===== config.mk =====
export PLATFORM = sky130hd
export DESIGN_NAME = parser_conf_arbiter_flat
export DESIGN_NICKNAME = d
export VERILOG_FILES = /design/src/rtl/parser_conf_arbiter_pkg.sv /design/src/rtl/parser_conf_arbiter_if.sv /design/src/rtl/parser_conf_arbiter_rr.sv /design/src/rtl/parser_conf_arbiter.sv /design/src/flat_wrapper.sv
export SDC_FILE = /design/constraint.sdc
export NUM_CORES = 1
export LEC_CHECK = 0
export ABC_AREA = 1
export CAP_MARGIN = 15
export CORE_AREA = 4 4 143 145
export DETAILED_ROUTE_END_ITERATION = 8
export DIE_AREA = 0 0 147 149
export PLACE_DENSITY = 0.74
export SETUP_SLACK_MARGIN = 0.4
export SLEW_MARGIN = 30
export SYNTH_ARGS = -nofsm -noshare
export SYNTH_HDL_FRONTEND = slang
export SYNTH_SLANG_ARGS = --single-unit

===== constraint.sdc =====
create_clock -name i_clk -period 4.3 [get_ports i_clk]
set_input_delay 0.86 -clock i_clk [delete_from_list [all_inputs] [get_ports i_clk]]
set_output_delay 0.86 -clock i_clk [all_outputs]
set_load 0.02 [all_outputs]

===== src/rtl/parser_conf_arbiter_pkg.sv =====
// Shared types and constants for the parser rule-configuration arbiter.
package parser_conf_pkg;

  typedef enum logic [1:0] {
    IDLE    = 2'd0,
    ISSUE   = 2'd1,
    WAIT_RD = 2'd2,
    RESP    = 2'd3
  } conf_state_e;

  localparam int LAYER_SEL_MSB = 31;
  localparam int LAYER_SEL_LSB = 24;

  localparam int DEF_TIMEOUT = 15;
  localparam int DEF_CNT_W   = $clog2(DEF_TIMEOUT + 1);

  function automatic int cnt_width(input int timeout);
    return $clog2(timeout + 1);
  endfunction

  function automatic int idx_width(input int n);
    return (n > 1) ? $clog2(n) : 1;
  endfunction

endpackage


===== src/rtl/parser_conf_arbiter_if.sv =====
// Configuration bus: master request/response side plus the per-layer rule port side.
interface parser_conf_arbiter_if #(
  parameter int NUM_REQ   = 2,
  parameter int NUM_LAYER = 4
);
  logic [NUM_REQ-1:0]         req_valid;
  logic [NUM_REQ-1:0]         req_wr;
  logic [NUM_REQ-1:0][31:0]   req_addr;
  logic [NUM_REQ-1:0][31:0]   req_wdata;
  logic [NUM_REQ-1:0]         req_ready;
  logic [NUM_REQ-1:0]         resp_valid;
  logic [31:0]                resp_rdata;
  logic                       resp_err;
  logic [NUM_LAYER-1:0]       rule_wren;
  logic [NUM_LAYER-1:0]       rule_rden;
  logic [31:0]                rule_addr;
  logic [31:0]                rule_wdata;
  logic [NUM_LAYER-1:0]       rule_rdata_valid;
  logic [NUM_LAYER-1:0][31:0] rule_rdata;

  // Environment view: configuration masters and parser layers.
  modport master (
    output req_valid, req_wr, req_addr, req_wdata,
    input  req_ready, resp_valid, resp_rdata, resp_err,
    input  rule_wren, rule_rden, rule_addr, rule_wdata,
    output rule_rdata_valid, rule_rdata
  );

  // Arbiter view.
  modport slave (
    input  req_valid, req_wr, req_addr, req_wdata,
    output req_ready, resp_valid, resp_rdata, resp_err,
    output rule_wren, rule_rden, rule_addr, rule_wdata,
    input  rule_rdata_valid, rule_rdata
  );
endinterface


===== src/rtl/parser_conf_arbiter_rr.sv =====
// Combinational round-robin arbiter: one-hot grant to the first request at or after i_ptr.
module rr_arbiter
  import parser_conf_pkg::*;
#(
  parameter  int NUM_REQ = 2,
  localparam int PTR_W   = idx_width(NUM_REQ)
) (
  input  logic [NUM_REQ-1:0] i_req,
  input  logic [PTR_W-1:0]   i_ptr,
  output logic [NUM_REQ-1:0] o_gnt
);

  logic w_found;
  logic w_hit;

  // Two passes: indices from the pointer upward, then the wrapped low indices.
  always_comb begin
    o_gnt   = '0;
    w_found = 1'b0;
    w_hit   = 1'b0;
    for (int j = 0; j < NUM_REQ; j++) begin
      w_hit    = i_req[j] && !w_found && (j >= int'(i_ptr));
      o_gnt[j] = o_gnt[j] | w_hit;
      w_found  = w_found | w_hit;
    end
    for (int j = 0; j < NUM_REQ; j++) begin
      w_hit    = i_req[j] && !w_found && (j < int'(i_ptr));
      o_gnt[j] = o_gnt[j] | w_hit;
      w_found  = w_found | w_hit;
    end
  end

endmodule


===== src/rtl/parser_conf_arbiter.sv =====
// Serialises configuration accesses from several masters onto the parser layers' rule ports,
// with round-robin fairness, layer decode, and a read timeout.
module parser_conf_arbiter
  import parser_conf_pkg::*;
#(
  parameter int NUM_REQ   = 2,
  parameter int NUM_LAYER = 4,
  parameter int TIMEOUT   = DEF_TIMEOUT
) (
  input  logic                 i_clk,
  input  logic                 i_rst,
  parser_conf_arbiter_if.slave bus
);

  localparam int               PTR_W    = idx_width(NUM_REQ);
  localparam int               CNT_W    = cnt_width(TIMEOUT);
  localparam logic [CNT_W-1:0] CNT_LAST = CNT_W'(TIMEOUT - 1);

  conf_state_e          r_state;
  conf_state_e          w_state_nxt;
  logic [PTR_W-1:0]     r_rr_ptr;
  logic [PTR_W-1:0]     w_rr_ptr_nxt;
  logic [PTR_W-1:0]     w_gnt_idx;
  logic [NUM_REQ-1:0]   w_arb_req;
  logic [NUM_REQ-1:0]   w_gnt;
  logic [NUM_REQ-1:0]   r_owner;
  logic                 r_wr;
  logic [31:0]          r_addr;
  logic [31:0]          r_wdata;
  logic [7:0]           r_layer;
  logic [31:0]          r_rdata;
  logic                 r_err;
  logic [CNT_W-1:0]     r_cnt;

  logic                 w_accept;
  logic                 w_acc_wr;
  logic [31:0]          w_acc_addr;
  logic [31:0]          w_acc_wdata;
  logic [7:0]           w_acc_layer;
  logic                 w_acc_bad;
  logic                 w_sel_valid;
  logic [31:0]          w_sel_rdata;
  logic                 w_timeout;

  logic [NUM_REQ-1:0]   w_req_ready;
  logic [NUM_REQ-1:0]   w_resp_valid;
  logic [31:0]          w_resp_rdata;
  logic                 w_resp_err;
  logic [NUM_LAYER-1:0] w_rule_wren;
  logic [NUM_LAYER-1:0] w_rule_rden;

  // Ready must stay low while reset is asserted even though arbitration is combinational.
  assign w_arb_req = bus.req_valid & {NUM_REQ{(r_state == IDLE) && !i_rst}};

  rr_arbiter #(.NUM_REQ(NUM_REQ)) u_rr_arbiter (
    .i_req (w_arb_req),
    .i_ptr (r_rr_ptr),
    .o_gnt (w_gnt)
  );

  // Mux the granted master's request and pick the addressed layer's read return.
  always_comb begin
    w_accept    = |w_gnt;
    w_acc_wr    = 1'b0;
    w_acc_addr  = 32'd0;
    w_acc_wdata = 32'd0;
    w_gnt_idx   = '0;
    for (int m = 0; m < NUM_REQ; m++) begin
      w_acc_wr    = w_acc_wr | (w_gnt[m] & bus.req_wr[m]);
      w_acc_addr  = w_acc_addr | ({32{w_gnt[m]}} & bus.req_addr[m]);
      w_acc_wdata = w_acc_wdata | ({32{w_gnt[m]}} & bus.req_wdata[m]);
      w_gnt_idx   = w_gnt_idx | (PTR_W'(m) & {PTR_W{w_gnt[m]}});
    end
    w_acc_layer  = w_acc_addr[LAYER_SEL_MSB:LAYER_SEL_LSB];
    w_acc_bad    = ({24'd0, w_acc_layer} >= 32'(NUM_LAYER));
    w_rr_ptr_nxt = (int'(w_gnt_idx) >= NUM_REQ - 1) ? '0 : w_gnt_idx + PTR_W'(1);

    w_sel_valid = 1'b0;
    w_sel_rdata = 32'd0;
    for (int l = 0; l < NUM_LAYER; l++) begin
      w_sel_valid = w_sel_valid | (bus.rule_rdata_valid[l] & (r_layer == 8'(l)));
      w_sel_rdata = w_sel_rdata | ({32{r_layer == 8'(l)}} & bus.rule_rdata[l]);
    end
    w_timeout = (r_cnt == CNT_LAST);
  end

  // State register.
  always_ff @(posedge i_clk) begin
    if (i_rst) begin
      r_state <= IDLE;
    end else begin
      r_state <= w_state_nxt;
    end
  end

  // Next-state decode; returned read data beats a simultaneous timeout.
  always_comb begin
    w_state_nxt = r_state;
    case (r_state)
      IDLE: begin
        if (w_accept) begin
          w_state_nxt = w_acc_bad ? RESP : ISSUE;
        end else begin
          w_state_nxt = IDLE;
        end
      end
      ISSUE: begin
        if (r_wr || w_sel_valid) begin
          w_state_nxt = RESP;
        end else begin
          w_state_nxt = WAIT_RD;
        end
      end
      WAIT_RD: begin
        if (w_sel_valid || w_timeout) begin
          w_state_nxt = RESP;
        end else begin
          w_state_nxt = WAIT_RD;
        end
      end
      RESP:    w_state_nxt = IDLE;
      default: w_state_nxt = IDLE;
    endcase
  end

  // Access context, round-robin pointer, timeout counter and response payload.
  always_ff @(posedge i_clk) begin
    if (i_rst) begin
      r_rr_ptr <= '0;
      r_owner  <= '0;
      r_wr     <= 1'b0;
      r_addr   <= 32'd0;
      r_wdata  <= 32'd0;
      r_layer  <= 8'd0;
      r_rdata  <= 32'd0;
      r_err    <= 1'b0;
      r_cnt    <= '0;
    end else begin
      case (r_state)
        IDLE: begin
          if (w_accept) begin
            r_owner  <= w_gnt;
            r_wr     <= w_acc_wr;
            r_addr   <= w_acc_addr;
            r_wdata  <= w_acc_wdata;
            r_layer  <= w_acc_layer;
            r_err    <= w_acc_bad;
            r_rdata  <= 32'd0;
            r_rr_ptr <= w_rr_ptr_nxt;
          end
        end
        ISSUE: begin
          r_cnt <= '0;
          if (!r_wr && w_sel_valid) begin
            r_rdata <= w_sel_rdata;
          end
        end
        WAIT_RD: begin
          r_cnt <= r_cnt + CNT_W'(1);
          if (w_sel_valid) begin
            r_rdata <= w_sel_rdata;
          end else if (w_timeout) begin
            r_err   <= 1'b1;
            r_rdata <= 32'd0;
          end
        end
        default: begin
          r_cnt <= r_cnt;
        end
      endcase
    end
  end

  // Output decode from the registered state and access context.
  always_comb begin
    w_req_ready  = w_gnt;
    w_resp_valid = (r_state == RESP) ? r_owner : '0;
    w_resp_rdata = (r_state == RESP) ? r_rdata : 32'd0;
    w_resp_err   = (r_state == RESP) & r_err;
    for (int l = 0; l < NUM_LAYER; l++) begin
      w_rule_wren[l] = (r_state == ISSUE) && r_wr && (r_layer == 8'(l));
      w_rule_rden[l] = (r_state == ISSUE) && !r_wr && (r_layer == 8'(l));
    end
  end

  assign bus.req_ready  = w_req_ready;
  assign bus.resp_valid = w_resp_valid;
  assign bus.resp_rdata = w_resp_rdata;
  assign bus.resp_err   = w_resp_err;
  assign bus.rule_wren  = w_rule_wren;
  assign bus.rule_rden  = w_rule_rden;
  assign bus.rule_addr  = r_addr;
  assign bus.rule_wdata = r_wdata;

endmodule


===== src/flat_wrapper.sv =====
// flat-port wrapper written by rule: the top's interface ports become plain ports
module parser_conf_arbiter_flat import parser_conf_pkg::*;
#(
  parameter int NUM_REQ   = 2,
  parameter int NUM_LAYER = 4,
  parameter int TIMEOUT   = DEF_TIMEOUT
)
  (i_clk, i_rst, bus_req_valid, bus_req_wr, bus_req_addr, bus_req_wdata, bus_req_ready, bus_resp_valid, bus_resp_rdata, bus_resp_err, bus_rule_wren, bus_rule_rden, bus_rule_addr, bus_rule_wdata, bus_rule_rdata_valid, bus_rule_rdata);
  parser_conf_arbiter_if #(.NUM_REQ(NUM_REQ), .NUM_LAYER(NUM_LAYER)) bus_i ();
  input  logic i_clk;
  input  logic i_rst;
  input wire logic [$bits(bus_i.req_valid)-1:0] bus_req_valid;
  input wire logic [$bits(bus_i.req_wr)-1:0] bus_req_wr;
  input wire logic [$bits(bus_i.req_addr)-1:0] bus_req_addr;
  input wire logic [$bits(bus_i.req_wdata)-1:0] bus_req_wdata;
  output wire logic [$bits(bus_i.req_ready)-1:0] bus_req_ready;
  output wire logic [$bits(bus_i.resp_valid)-1:0] bus_resp_valid;
  output wire logic [$bits(bus_i.resp_rdata)-1:0] bus_resp_rdata;
  output wire logic [$bits(bus_i.resp_err)-1:0] bus_resp_err;
  output wire logic [$bits(bus_i.rule_wren)-1:0] bus_rule_wren;
  output wire logic [$bits(bus_i.rule_rden)-1:0] bus_rule_rden;
  output wire logic [$bits(bus_i.rule_addr)-1:0] bus_rule_addr;
  output wire logic [$bits(bus_i.rule_wdata)-1:0] bus_rule_wdata;
  input wire logic [$bits(bus_i.rule_rdata_valid)-1:0] bus_rule_rdata_valid;
  input wire logic [$bits(bus_i.rule_rdata)-1:0] bus_rule_rdata;
  assign bus_i.req_valid = bus_req_valid;
  assign bus_i.req_wr = bus_req_wr;
  assign bus_i.req_addr = bus_req_addr;
  assign bus_i.req_wdata = bus_req_wdata;
  assign bus_req_ready = bus_i.req_ready;
  assign bus_resp_valid = bus_i.resp_valid;
  assign bus_resp_rdata = bus_i.resp_rdata;
  assign bus_resp_err = bus_i.resp_err;
  assign bus_rule_wren = bus_i.rule_wren;
  assign bus_rule_rden = bus_i.rule_rden;
  assign bus_rule_addr = bus_i.rule_addr;
  assign bus_rule_wdata = bus_i.rule_wdata;
  assign bus_i.rule_rdata_valid = bus_rule_rdata_valid;
  assign bus_i.rule_rdata = bus_rule_rdata;
  parser_conf_arbiter #(.NUM_REQ(NUM_REQ), .NUM_LAYER(NUM_LAYER), .TIMEOUT(TIMEOUT)) u_core (.i_clk(i_clk), .i_rst(i_rst), .bus(bus_i));
endmodule

## Word level (Yosys, flattened, before mapping)

Index checks and enable logic that the tools add are counted.
Widths: inputs -> output; s select.

- Equality and inequality tests: 12
- Muxes and demuxes: 18
- Bitwise logic cells: 27
- Add/subtract/negate cells: 2
- $lt $le $gt $ge: 4
- Reduce and logical (&&, ||, !) cells: 31

Operators with widths:

| kind | number |
|---|---|
| $and 32x32->32 | 8 |
| $mux 32 | 5 |
| $or 32x32->32 | 5 |
| $pmux 32 s3 | 1 |
| $eq 8x2->1 const B | 2 |
| $logic_and 1x1->1 | 16 |
| $eq 8x1->1 const B | 1 |
| $ge 8x3->1 const B | 1 |
| $logic_not 8->1 | 1 |
| $pmux 2 s4 | 1 |
| $pmux 4 s2 | 1 |
| $reduce_and 4->1 | 2 |
| $and 1x1->1 | 7 |
| $mux 1 | 6 |
| $mux 2 | 3 |
| $ne 2x1->1 const B | 3 |
| $or 1x1->1 | 6 |
| $add 4x1->4 const B | 1 |
| $eq 2x2->1 const B | 2 |
| $eq 4x4->1 const B | 1 |
| $logic_not 1->1 | 4 |
| $reduce_bool 2->1 | 2 |
| $ne 3x1->1 const B | 1 |
| $reduce_bool 3->1 | 1 |
| 12 further kinds | 13 |

- Output and inout port bits: 109
- Logic and storage cells: 104
- Register bits: 115
- Input bits: 266

## Depth between registers and ports, before layout

- Word-level depth: 17
- Mapped depth: 13
- Depth with buffers taken out: 11

## Modules after synthesis

From an unflattened synthesis, not the netlist that was laid out.

- Cell total of the unflattened synthesis: 1046
- Area, all modules: 6233.5 µm²

Modules (own cells, without submodules):

| module | instances | seq. area each (µm²) | cells each | area each (µm²) |
|---|---|---|---|---|
| parser_conf_arbiter | 1 | 2142.1 | 1042 | 6206.0 |
| rr_arbiter | 1 | 0.0 | 4 | 27.5 |

## Worst setup path before layout

Ideal clock, no wire load.

- Path type: input -> output
- Start point: input i_rst
- End point: output bus_req_ready[0]
- Arrival: 1.748 ns
- Path buffers: 3
- Required time: 3.440 ns
- Setup slack: 1.692 ns
- Stages on the path: 6
- Path through: buf_2 -> inv_2 -> nand3_1 -> a21oi_2 -> buf_4 -> buf_2

- Longest elaborated chain between the ends: 11

Ends and longest elaborated chain:

| element | RTL line | RTL |
|---|---|---|
| start, declared | flat_wrapper.sv:11 | `input logic i_rst;` |
| $logic_not 1->1 * | parser_conf_arbiter.sv:53 | `assign w_arb_req = bus.req_valid & {NUM_REQ{(r_state == IDLE) && !i_rst}};` |
| $logic_and 1x1->1 * | parser_conf_arbiter.sv:53 |  |
| $and 2x2->2 * | parser_conf_arbiter.sv:53 |  |
| $logic_and 1x1->1 | parser_conf_arbiter_rr.sv:22 | `w_hit = i_req[j] && !w_found && (j >= int'(i_ptr));` |
| $logic_not 1->1 | parser_conf_arbiter_rr.sv:22 |  |
| $logic_and 1x1->1 | parser_conf_arbiter_rr.sv:22 |  |
| $or 1x1->1 | parser_conf_arbiter_rr.sv:24 | `w_found = w_found \| w_hit;` |
| $logic_not 1->1 | parser_conf_arbiter_rr.sv:27 | `w_hit = i_req[j] && !w_found && (j < int'(i_ptr));` |
| $logic_and 1x1->1 (2 in a row) | parser_conf_arbiter_rr.sv:27 |  |
| $or 1x1->1 * | parser_conf_arbiter_rr.sv:28 | `o_gnt[j] = o_gnt[j] \| w_hit;` |
| end, declared | flat_wrapper.sv:16 | `output wire logic [$bits(bus_i.req_ready)-1:0] bus_req_ready;` |

Every way passes the cells marked *; elsewhere a longest branch is shown, timed or not.

## Final worst setup path

- Start point: input i_rst
- End point: output bus_req_ready[1]

- Longest elaborated chain between the ends: 6

Ends and longest elaborated chain:

| element | RTL line |
|---|---|
| $logic_not 1->1 * | parser_conf_arbiter.sv:53 |
| $logic_and 1x1->1 * | parser_conf_arbiter.sv:53 |
| $and 2x2->2 * | parser_conf_arbiter.sv:53 |
| $logic_and 1x1->1 | parser_conf_arbiter_rr.sv:22 |
| $logic_not 1->1 | parser_conf_arbiter_rr.sv:22 |
| $logic_and 1x1->1 * | parser_conf_arbiter_rr.sv:22 |

Marks and branches as above.

==> impl_metrics.ini <==
[pwr]
cell_internal_pwr_mw = 2.605
power.static_leakage_nw = 5.364
clock_power_share = 0.189
worst_ir_drop_vdd_mv = 0.2178
power.switching_mw = 2.052
power.combinational.fraction = 0.526
power.sequential.fraction = 0.284
power_per_cell_area_nw_per_um2 = 433.3
swShare = 0.4406

[clock_tree]
cts_htree_levels = 3
cts.repair_timing.setup_buffer_count = 0
cts-buffers-inserted = 9
clock_latency_ns = 0.35
cts_tree = done
cts_root_buf = clkbuf_16
ctsResizeCount = 0
hold_bufs_at_cts = 0
cts_sinks = 107
clockBufferDepth = 2
worst_setup_hold_path_clk_slew_ns = 0.08

[finish]
finalCoreUtilization = 0.5596
fraction_of_layout_instances_using_a_drive_strength_above_1 = 0.02931
area_growth_syn_to_layout_pct = 62.47
design.final.nets = 1769
fillerInstances = 1929
layout_commonest_cell = nand2_1
layout_common_cells = 465 x nand2_1, 374 x clkdlybuf4s50_1, 164 x nand3_1, 150 x inv_1, 127 x nor2_1
antenna_cells = 0
final_cell_area_sq_um = 10750

[synthesis]
asyncSetResetFlopFracSynth = 0
ys_warn_count = 0
synth.top_cells.by_area = dfxtp_1 32%, nand2_1 26%, nand3_1 12%
synth_seq_cells = 107
synth_top_cell_area_share = 0.3238
netlist_area_sq_um = 6615
synth_area_leader_cell = dfxtp_1
post_synth_num_cell_types = 28
synth_top_flop_cell = dfxtp_1
synth.avg_cell_area_sq_um = 5.649
synth-edff-count = 0
syn-num-nets = 1444
syn_inst = 1171
ys_seq_area_frac = 0.3238

[floorplan]
floorplan.die.width_um = 147
core.rowCount = 51
dieArea_sq_um = 21900
die_boundary_height_um = 149
ios = 375
placeableCoreArea_sq_um = 19210
starting_density_of_the_core = 0.3444

[worst_setup_path]
path_max_fanout = 8
kind_of_end_point_of_the_critical_path = output port
worst_path_max_delay_cell = clkdlybuf4s50_1
worstSetupPathType = in -> out
cp-start-kind = input port
slowest_delay_ns = 0.65
worstPathCellList = clkdlybuf4s50_1 > clkinv_2 > nand3_1 > clkinv_1 > nand2_1 > inv_2 > clkdlybuf4s50_1
timing.critical_path.mode_cell = clkdlybuf4s50_1
worst-endpoint-arrival_ns = 2.66
required_time_of_the_critical_path_ns = 3.44

[sta]
max_slew_margin = 0.3989
final_hold_viol_count = 0
totalNegativeSetupSlack_ns = 0
f_max_ghz = 0.2841
clock-skew-final_ns = 0.008564
worst_slew_pin_slew_ns = 0.9017
maxSlewViolCount = 0
post-route-worst-setup-slack_ns = 0.7801
unrepaired_setup_endpoints_after_global_routing = no
min_period_ns = 3.520
post-route-period-util = 0.8186
report.final.setup_viol = 0

[detailed_routing]
route.vias.total = 7962
drt_pre_antenna_iters = 5
detail_route.wirelength_um = 26100
drtAntennaViolNets = 0
drt_drc_violations_left = 0
detail_route.vias_per_cell = 4.508
route.detailed.wl_per_inst_um = 14.78
drt_iter0_markers = 276

[global_route]
grt_pass1_vias = 7620
grt_overflow_total = 0
initial_antenna_violation_count = 0
grt_start_max_net_pins = 96
grt.total_usage = 0.2288
grt_first_pass_wirelength_um = 40140

[place]
dp.final_hpwl_um = 20000
place.port_buffers = 374
routabilityCongestion = 0.8406
placement_cell_area_sq_um = 10440
place_ws_ns = 0.7673

[run_status]
status = finished, final reports clean

[job]
maxCapViolations = 0

[min_path]
min-delay-path-class = reg -> reg
[power groups by stage]
stage               clock network (mW)  registers [mW]  logic [mW]
floorplan                            0            1.46        1.52
global placement                     0            1.34        2.44
detailed placement                   0            1.35        2.48
CTS                              0.909            1.33        2.49
global route                     0.949            1.35        2.75
finish                           0.882            1.32        2.45
[worst max-delay path, delay by kind of cell]
kind,cells,cell delay (ns)
AND/OR/NAND/NOR,2,0.26
buffers and inverters,5,1.54
[metal layers]
metal | GRT usage | vias up | part of all wire
met5 | 0 | - | 0
met4 | 0.08434 | 0 | 0.029
met3 | 0.08204 | 32 | 0.10
met2 | 0.4199 | 284 | 0.49
met1 | 0.2410 | 3458 | 0.38
li1 | - | 4188 | -
[worst paths after layout]
check | from | to | depth (start not counted) | slack (ns)
setup / recovery | i_rst | bus_req_ready[1] | 7 | 0.78
hold / removal | u_core.r_owner[1]$_SDFFE_PP0P_ | u_core.r_owner[1]$_SDFFE_PP0P_ | 2 | 0.51
setup reg to reg | u_core.r_state[0]$_SDFF_PP0_ | u_core.r_rdata[29]$_SDFFE_PP0P_ | 10 | 1.76
hold reg to reg | u_core.r_owner[1]$_SDFFE_PP0P_ | u_core.r_owner[1]$_SDFFE_PP0P_ | 2 | 0.51
[area by class of cell]
type,instances,area [sq um],share of cell area
clock inverter,6,71.32,0.006636
clock buffer,10,239.0,0.02224
inverter,158,594.3,0.05530
timing repair buffer,385,3826,0.3560
tap,265,331.6,0.03085
sequential,107,2142,0.1993
multi-input combinational,835,3543,0.3297
[cell usage after synthesis (3+ instances only)]
cell	instances
a21oi_1	38
buf_1	8
buf_2	43
buf_4	7
clkbuf_1	13
dfxtp_1	107
ha_1	7
inv_1	150
inv_2	7
nand2_1	466
nand3_1	164
nor2_1	127
nor2_2	5
nor3_1	3
o211ai_1	3
o21ai_0	9
o21ai_1	3
[logic make-up (layout without fill, tap and decap cells)]
family	Yosys count	in the layout	synth area share
AOI/OAI and AO/OA	57	57	0.04577
adders and majority gates	7	7	0.01324
buffers and inverters	229	559	0.1420
DFF	107	107	0.3238
and+or+nand+nor	771	771	0.4751
[flip-flops by register name, summed over array words and instances (netlist names)]
register               count
u_core.r_rr_ptr            1
u_core.r_wr                1
u_core.bus.rule_addr      32
u_core.r_err               1
u_core.r_rdata            32
u_core.r_state             2
u_core.bus.rule_wdata     32
u_core.r_cnt               4
u_core.r_owner             2
[per-stage QoR]
step                      hold slack (ns)  power [mW]  cells
after floorplan                    0.4606       2.983   1171
after global placement             0.4796       3.775   1750
after detailed placement           0.4867       3.822   1750
after CTS                          0.5053       4.720   1766
after global routing               0.5392       5.048   1766
final                              0.5084       4.657   1766
No activity file was read; power rests on OpenSTA's default activity.
